**config.mk**
```make
export PLATFORM = sky130hd
export DESIGN_NAME = cc_reorder_scheduler
export DESIGN_NICKNAME = d
export VERILOG_FILES = /design/src/rtl/cc_reorder_scheduler.sv
export SDC_FILE = /design/constraint.sdc
export NUM_CORES = 1
export LEC_CHECK = 0
export CAP_MARGIN = 10
export CORE_AREA = 10 10 427 429
export CTS_BUF_LIST = sky130_fd_sc_hd__clkbuf_4 sky130_fd_sc_hd__clkbuf_8
export CTS_CLUSTER_DIAMETER = 100
export CTS_CLUSTER_SIZE = 16
export DETAILED_ROUTE_END_ITERATION = 7
export DIE_AREA = 0 0 437 439
export GPL_TIMING_DRIVEN = 0
export PLACE_DENSITY = 0.37
export SLEW_MARGIN = 20
export SYNTH_ARGS = -nofsm -noshare
export SYNTH_HDL_FRONTEND = slang
export SYNTH_SLANG_ARGS = --single-unit
```
**constraint.sdc**
```tcl
create_clock -name clk -period 2.7 [get_ports clk]
set_input_delay 0.54 -clock clk [delete_from_list [all_inputs] [get_ports clk]]
set_output_delay 0.54 -clock clk [all_outputs]
set_load 0.05 [all_outputs]
```
**src/rtl/cc_reorder_scheduler.sv**
```systemverilog
`default_nettype none
// ============================================================================
// Module   : cc_reorder_scheduler
// Purpose  : Sits between the cache tag-compare stage and the data reorder
//            path. It accepts one lookup result per valid/ready handshake.
//            A hit writes flag=1 and the hit line into the hit flag/data
//            FIFOs. A miss writes flag=0 and issues one AXI AR burst (8 x 64b,
//            WRAP, critical word first). Lookups are throttled on FIFO
//            almost-full and on the outstanding-miss limit.
// Ports    : clk, rst_n (synchronous, active-low)
//            lookup_*        : lookup result handshake and payload
//            hit_flag_fifo_* : flag FIFO write port and almost-full input
//            hit_data_fifo_* : data FIFO write port and almost-full input
//            mem_ar*         : AXI read-address channel master
//            mem_r*          : R-channel monitor (rlast handshakes retire misses)
//            outstanding_o   : misses with AR accepted but R burst not finished
// Options  : `define CC_SCHED_PERF_CNT_EN adds perf_hit_cnt_o/perf_miss_cnt_o
// Revision : 1.0 - initial release
// ============================================================================
module cc_reorder_scheduler #(
   parameter int MAX_OUTSTANDING = 4,
   parameter int CNT_W           = 3
) (
   input  logic             clk,
   input  logic             rst_n,
   input  logic             lookup_valid_i,
   output logic             lookup_ready_o,
   input  logic             lookup_hit_i,
   input  logic [31:0]      lookup_addr_i,
   input  logic [517:0]     lookup_data_i,
   input  logic             hit_flag_fifo_afull_i,
   output logic             hit_flag_fifo_wren_o,
   output logic             hit_flag_fifo_wdata_o,
   input  logic             hit_data_fifo_afull_i,
   output logic             hit_data_fifo_wren_o,
   output logic [517:0]     hit_data_fifo_wdata_o,
   output logic [31:0]      mem_araddr_o,
   output logic [3:0]       mem_arlen_o,
   output logic [2:0]       mem_arsize_o,
   output logic [1:0]       mem_arburst_o,
   output logic             mem_arvalid_o,
   input  logic             mem_arready_i,
   input  logic             mem_rvalid_i,
   input  logic             mem_rready_i,
   input  logic             mem_rlast_i,
   output logic [CNT_W-1:0] outstanding_o
`ifdef CC_SCHED_PERF_CNT_EN
   ,
   output logic [31:0]      perf_hit_cnt_o,
   output logic [31:0]      perf_miss_cnt_o
`endif
);

   typedef enum logic [0:0] {
      ST_IDLE   = 1'b0,
      ST_AR_REQ = 1'b1
   } state_t;

   localparam logic [CNT_W-1:0] MAX_CNT = CNT_W'(MAX_OUTSTANDING);

   state_t             state_q, state_d;
   logic               ready_en_q, ready_en_d;
   logic               flag_wren_q, flag_wren_d;
   logic               flag_wdata_q, flag_wdata_d;
   logic               data_wren_q, data_wren_d;
   logic [517:0]       data_wdata_q, data_wdata_d;
   logic               arvalid_q, arvalid_d;
   logic [31:0]        araddr_q, araddr_d;
   logic [CNT_W-1:0]   outstanding_q, outstanding_d;

   logic               accept;
   logic               ar_hs;
   logic               rlast_hs;

   // ready_en_q keeps the lookup port closed for the first cycle after reset;
   // rst_n in the term keeps it closed while reset is held.
   assign lookup_ready_o = rst_n & ready_en_q & (state_q == ST_IDLE) & ~hit_flag_fifo_afull_i &
                           (lookup_hit_i ? ~hit_data_fifo_afull_i : (outstanding_q < MAX_CNT));

   assign accept   = lookup_valid_i & lookup_ready_o;
   assign ar_hs    = (state_q == ST_AR_REQ) & arvalid_q & mem_arready_i;
   // A stray rlast with nothing outstanding is dropped so the count cannot underflow.
   assign rlast_hs = mem_rvalid_i & mem_rready_i & mem_rlast_i & (outstanding_q != '0);

   always_comb begin
      state_d       = state_q;
      ready_en_d    = 1'b1;
      flag_wren_d   = accept;
      flag_wdata_d  = flag_wdata_q;
      data_wren_d   = accept & lookup_hit_i;
      data_wdata_d  = data_wdata_q;
      arvalid_d     = arvalid_q;
      araddr_d      = araddr_q;
      outstanding_d = outstanding_q;

      if (accept) begin
         flag_wdata_d = lookup_hit_i;
         if (lookup_hit_i) begin
            data_wdata_d = lookup_data_i;
         end
      end

      case (state_q)
         ST_IDLE: begin
            if (accept && !lookup_hit_i) begin
               state_d   = ST_AR_REQ;
               arvalid_d = 1'b1;
               // Align to the 64-bit beat; WRAP burst returns the critical word first.
               araddr_d  = lookup_addr_i & 32'hFFFF_FFF8;
            end
         end
         ST_AR_REQ: begin
            if (mem_arready_i) begin
               state_d   = ST_IDLE;
               arvalid_d = 1'b0;
            end
         end
         default: begin
            state_d   = ST_IDLE;
            arvalid_d = 1'b0;
         end
      endcase

      // Simultaneous issue and retire leave the count unchanged.
      if (ar_hs && !rlast_hs) begin
         outstanding_d = outstanding_q + CNT_W'(1);
      end else if (!ar_hs && rlast_hs) begin
         outstanding_d = outstanding_q - CNT_W'(1);
      end
   end

   always_ff @(posedge clk) begin
      if (!rst_n) begin
         state_q       <= ST_IDLE;
         ready_en_q    <= 1'b0;
         flag_wren_q   <= 1'b0;
         flag_wdata_q  <= 1'b0;
         data_wren_q   <= 1'b0;
         data_wdata_q  <= '0;
         arvalid_q     <= 1'b0;
         araddr_q      <= '0;
         outstanding_q <= '0;
      end else begin
         state_q       <= state_d;
         ready_en_q    <= ready_en_d;
         flag_wren_q   <= flag_wren_d;
         flag_wdata_q  <= flag_wdata_d;
         data_wren_q   <= data_wren_d;
         data_wdata_q  <= data_wdata_d;
         arvalid_q     <= arvalid_d;
         araddr_q      <= araddr_d;
         outstanding_q <= outstanding_d;
      end
   end

   assign hit_flag_fifo_wren_o  = flag_wren_q;
   assign hit_flag_fifo_wdata_o = flag_wdata_q;
   assign hit_data_fifo_wren_o  = data_wren_q;
   assign hit_data_fifo_wdata_o = data_wdata_q;
   assign mem_arvalid_o         = arvalid_q;
   assign mem_araddr_o          = araddr_q;
   assign mem_arlen_o           = 4'd7;
   assign mem_arsize_o          = 3'b011;
   assign mem_arburst_o         = 2'b10;
   assign outstanding_o         = outstanding_q;

`ifdef CC_SCHED_PERF_CNT_EN
   logic [31:0] perf_hit_cnt_q, perf_hit_cnt_d;
   logic [31:0] perf_miss_cnt_q, perf_miss_cnt_d;

   // Registered on accept so the count moves together with the flag write.
   always_comb begin
      perf_hit_cnt_d  = perf_hit_cnt_q;
      perf_miss_cnt_d = perf_miss_cnt_q;
      if (accept) begin
         if (lookup_hit_i) begin
            perf_hit_cnt_d = perf_hit_cnt_q + 32'd1;
         end else begin
            perf_miss_cnt_d = perf_miss_cnt_q + 32'd1;
         end
      end
   end

   always_ff @(posedge clk) begin
      if (!rst_n) begin
         perf_hit_cnt_q  <= '0;
         perf_miss_cnt_q <= '0;
      end else begin
         perf_hit_cnt_q  <= perf_hit_cnt_d;
         perf_miss_cnt_q <= perf_miss_cnt_d;
      end
   end

   assign perf_hit_cnt_o  = perf_hit_cnt_q;
   assign perf_miss_cnt_o = perf_miss_cnt_q;
`else
   // Performance counters not built.
`endif

endmodule
`default_nettype wire
```
Word level (Yosys, flattened, before mapping)
Cells that the tools add are included.
{ "totals": {"reg_bits": 556, "inputBits": 560, "word_cells": 49} }
{ "classes": {"n_addsub": 2, "order_cmp": 1, "n_eq_ne": 2, "mux": 10, "n_bitwise": 14, "reduce_logical": 11} }
{ "op_table": {"columns": ["op", "n"], "rows": [
  ["$and A1 B1 Y1", 11],
  ["$mux W1", 6],
  ["$mux W3", 2],
  ["$reduce_and A2 Y1", 3],
  ["$pmux W1 S2", 2],
  ["$add A3 B1 Y3 const B", 1],
  ["$logic_and A1 B1 Y1", 3],
  ["$logic_not A1 Y1", 3],
  ["$lt A3 B3 Y1 const B", 1],
  ["$not A1 Y1", 3],
  ["$reduce_bool A3 Y1", 1],
  ["$sub A3 B1 Y3 const B", 1],
  ["$ne A2 B1 Y1 const B", 1],
  ["$ne A2 B2 Y1 const B", 1],
  ["$reduce_bool A2 Y1", 1]
]} }

Logic depth before layout (Yosys ltp)
{ "logic_depth": {"ltp_word": 8, "ltp_mapped": 8, "ltp_nobuf": 8} }

Least setup slack after synthesis
Ideal clock, no wire load.
{ "synth_path": {"path_kind": "input -> output", "from": "in rst_n", "to": "out lookup_ready_o", "t_arrival_ns": 2.687, "setup_slack_ns": -0.527, "path_stages": 5, "n_path_buf": 3, "path_cell_list": "buf_2 buf_2 buf_2 nand2_1 nor4b_1"} }
{ "synth_between": {"elab_chain_cells": 4} }
{ "synth_rtl": {"columns": ["item", "line_no", "text"], "rows": [
  ["start: declaration", "25", "input logic rst_n,"],
  ["$and A1 B1 Y1 (4 in series)", "77", "assign lookup_ready_o = rst_n & ready_en_q & (state_q == ST_IDLE) & ~hit_flag_fifo_afull_i &"],
  ["end: declaration", "27", "output logic lookup_ready_o,"]
]} }
Every way passes these cells.

Worst setup path after layout
Ends and elaborated chain as after synthesis.

==> impl_metrics.yaml <==
cells_and_area:
  fin_util_pct: 21.7
  area_growth_pct: 66.0
  final_cells: 5954
  nets: 4158
  drive_gt1_share_pct: 4.62
  fin_area_sq_um: 37600
worst_setup_path:
  cp.arrival_ps: 2170
  worstSetupPathType: "in -> out"
  cp_max_fo: 5
  start_kind: "input port"
  crit_path_end_kind: "output port"
  crit_required_ps: 2160
clock_network:
  cts_buffer_depth: 3
  root_buffer: "clkbuf_8"
  clk_pin_slew_ps: 110
  clock_latency_ps: 770
  h-tree-depth: 2
  cts_tree: "built"
  cts.sinks: 556
  cts_buffers: 49
synthesis:
  synthFlopType: "dfxtp_1"
  async_flop_share_pct: 0
  ys_seq_elements: 556
  syn_avg_cell_area_sq_um: 9.36
  synth_area_leaders: "dfxtp_1 49%, mux2i_1 24%, nand2_1 18%, buf_12 4.9%, clkbuf_1 1.6%"
  synth_cell_type_count: 29
  ys_seq_area_share_pct: 49.1
  synth_top_area_share_pct: 49.1
  synth_top_cell_by_area: "dfxtp_1"
  syn_area_sq_um: 22700
  synth_edf_count: 0
  synthCells: 2423
  ys_warn_count: 0
routing:
  first_pass_iters: 5
  drt-initial-drc-count: 1194
  viasPerCell: 3.56
  postRouteAntennaNets: 0
  drcViolationCount: 0
  drt-wirelength-per-cell_microns: 26.9
  wirelength_microns: 160000
  vias: 21200
global_route:
  grt_max_degree: 19
  grt_pass1_vias: 21500
  track_usage_pct: 15.8
  grt.overflow.total: 0
  antenna_found_initial: 81
  grt_pass1_wl_microns: 208000
placement:
  place_congestion: 0.878
  dp_hpwl_microns: 135000
  place_area_sq_um: 36700
  post-place-cells: 5869
  place_ws_ps: -1960
  io_buffers: 1111
die:
  start_util_pct: 13.1
  die_w_microns: 437
  core_sq_um: 173000
  die_y_microns: 439
  row_count: 153
  ios: 1127
  dieArea_sq_um: 192000
flow_run:
  max_cap_violations: 0
timing:
  fin_skew_ps: 64.2
  worst_pin_slew_ps: 912
  fin_crit_ps: 2710
  hold_violations: 0
  rsz0062_at_grt: "true"
  final.setup.worst_slack_ps: -5.08
  slew_headroom_pct: 39.5
  slew_viol_final: 0
  setup-violations-final: 1
  fmax_mhz: 370
  fin_crit_sh_pct: 100
power_and_ir_drop:
  power_frac_seq_pct: 50.1
  vdd_drop_max_mv: 0.442
  internal_power_mw: 11.5
  p_leak_nw: 13.3
  p_switching_mw: 5.24
  netSwitchingFraction_pct: 31.3
  clock_power_share_pct: 34.2
  power_density_nw_per_um2: 444
  p_total_mw: 16.7
  comb_power_share_pct: 15.6
worst_hold_path:
  hp-class: "in -> reg"
outcome:
  failed_checks: "negative setup slack"
  outcome: "complete, but fails checks"
-- metal layers --
layer | global-route usage, % | vias to the layer above | wire [microns]
met5 | 0 | - | 444
met4 | 3.41 | 72 | 3470
met3 | 5.30 | 195 | 12100
met2 | 28.4 | 704 | 81500
met1 | 18.0 | 10200 | 62900
li1 | - | 10100 | -
-- per-stage QoR --
stage               hold slack [ps]  TNS (ps)
finish                          298     -5.08
global placement                440   -309230
detailed placement              445   -304550
floorplan                       498         0
global route                    207      -157
CTS                             169      -218
-- cell type report --
type	instances	area [sq um]
clock buffer	54	724
tap	2325	2910
clock inverter	18	223
multi-input combinational	1680	9880
timing repair buffer	1113	11000
inverter	1	3.75
antenna	12	30.0
buffer	195	1750
fill	19300	136000
sequential	556	11100
-- power by group through the flow --
stage               Combinational [mW]  Sequential, mW  Clock [mW]
global route                      2.77            8.39        6.30
finish                            2.61            8.38        5.72
global placement                  2.66            8.56           0
floorplan                        0.684            8.93           0
detailed placement                2.66            8.56           0
CTS                               2.66            8.38        6.07
-- registers in the layout (all words and copies together) (netlist names) --
signal,flops
hit_data_fifo_wdata_o,518
mem_araddr_o,29
outstanding_o,3
hit_data_fifo_wren_o,1
hit_flag_fifo_wdata_o,1
hit_flag_fifo_wren_o,1
mem_arvalid_o,1
ready_en_q,1
state_q,1
-- synthesized netlist by cell type, types with 2 or more instances --
cell type and instances:
and2_1 2, o21a_1 2, a21boi_0 2, mux2i_1 549, nor2b_1 2, buf_1 15, buf_2 13, conb_1 2
clkbuf_1 96, or3_1 2, nand2_1 1096, dfxtp_1 556, buf_12 55, buf_4 16
-- path summary, 6_finish.rpt --
kind,startpoint,endpoint,slack (ps),depth (start not counted)
worst min-delay path,lookup_addr_i[9],mem_araddr_o[9],300,3
worst max-delay path,rst_n,lookup_ready_o,-5,6
worst max register to register,outstanding_o[2],outstanding_o[2],290,9
worst min register to register,mem_araddr_o[24],mem_araddr_o[24],460,2
-- critical path: stages --
cell and delay [ps]:
clkdlybuf4s50_1 530, buf_12 170, buf_16 130, nand2_1 100, nor4b_4 420, buf_6 240
-- repair_timing --
action                                  CTS  global route
hold buffers                              0             0
pin swaps                                 2             1
gates cloned                              0             0
setup buffers                             1             1
endpoints found under the setup margin  136             4
gates resized for setup                 143             3
-- cell usage in the layout, fill, tap and decap left out, drive strengths merged, types with 12 or more instances in the layout --
master / instances
buf: 101
clkbuf: 151
clkdlybuf4s50: 987
conb: 12
dfxtp: 556
diode: 12
dlygate4sd2: 120
inv: 12
mux2i: 549
nand2: 1096
-- cells by family (layout without fill, tap and decap cells) --
kind of cell	Yosys count	count (layout)	synth area share (%)
AND/OR/NAND/NOR	1109	1109	18.6
flip-flops	556	556	49.1
multiplexers	549	549	24.2
buffers and inverters	197	1381	7.58
AO/OA/AOI/OAI	6	6	0.193
adder cells (fa/ha/maj)	2	2	0.143
other	2	24	0.0331
XOR/XNOR	2	2	0.0773
No activity file was read; power rests on OpenSTA's default activity.
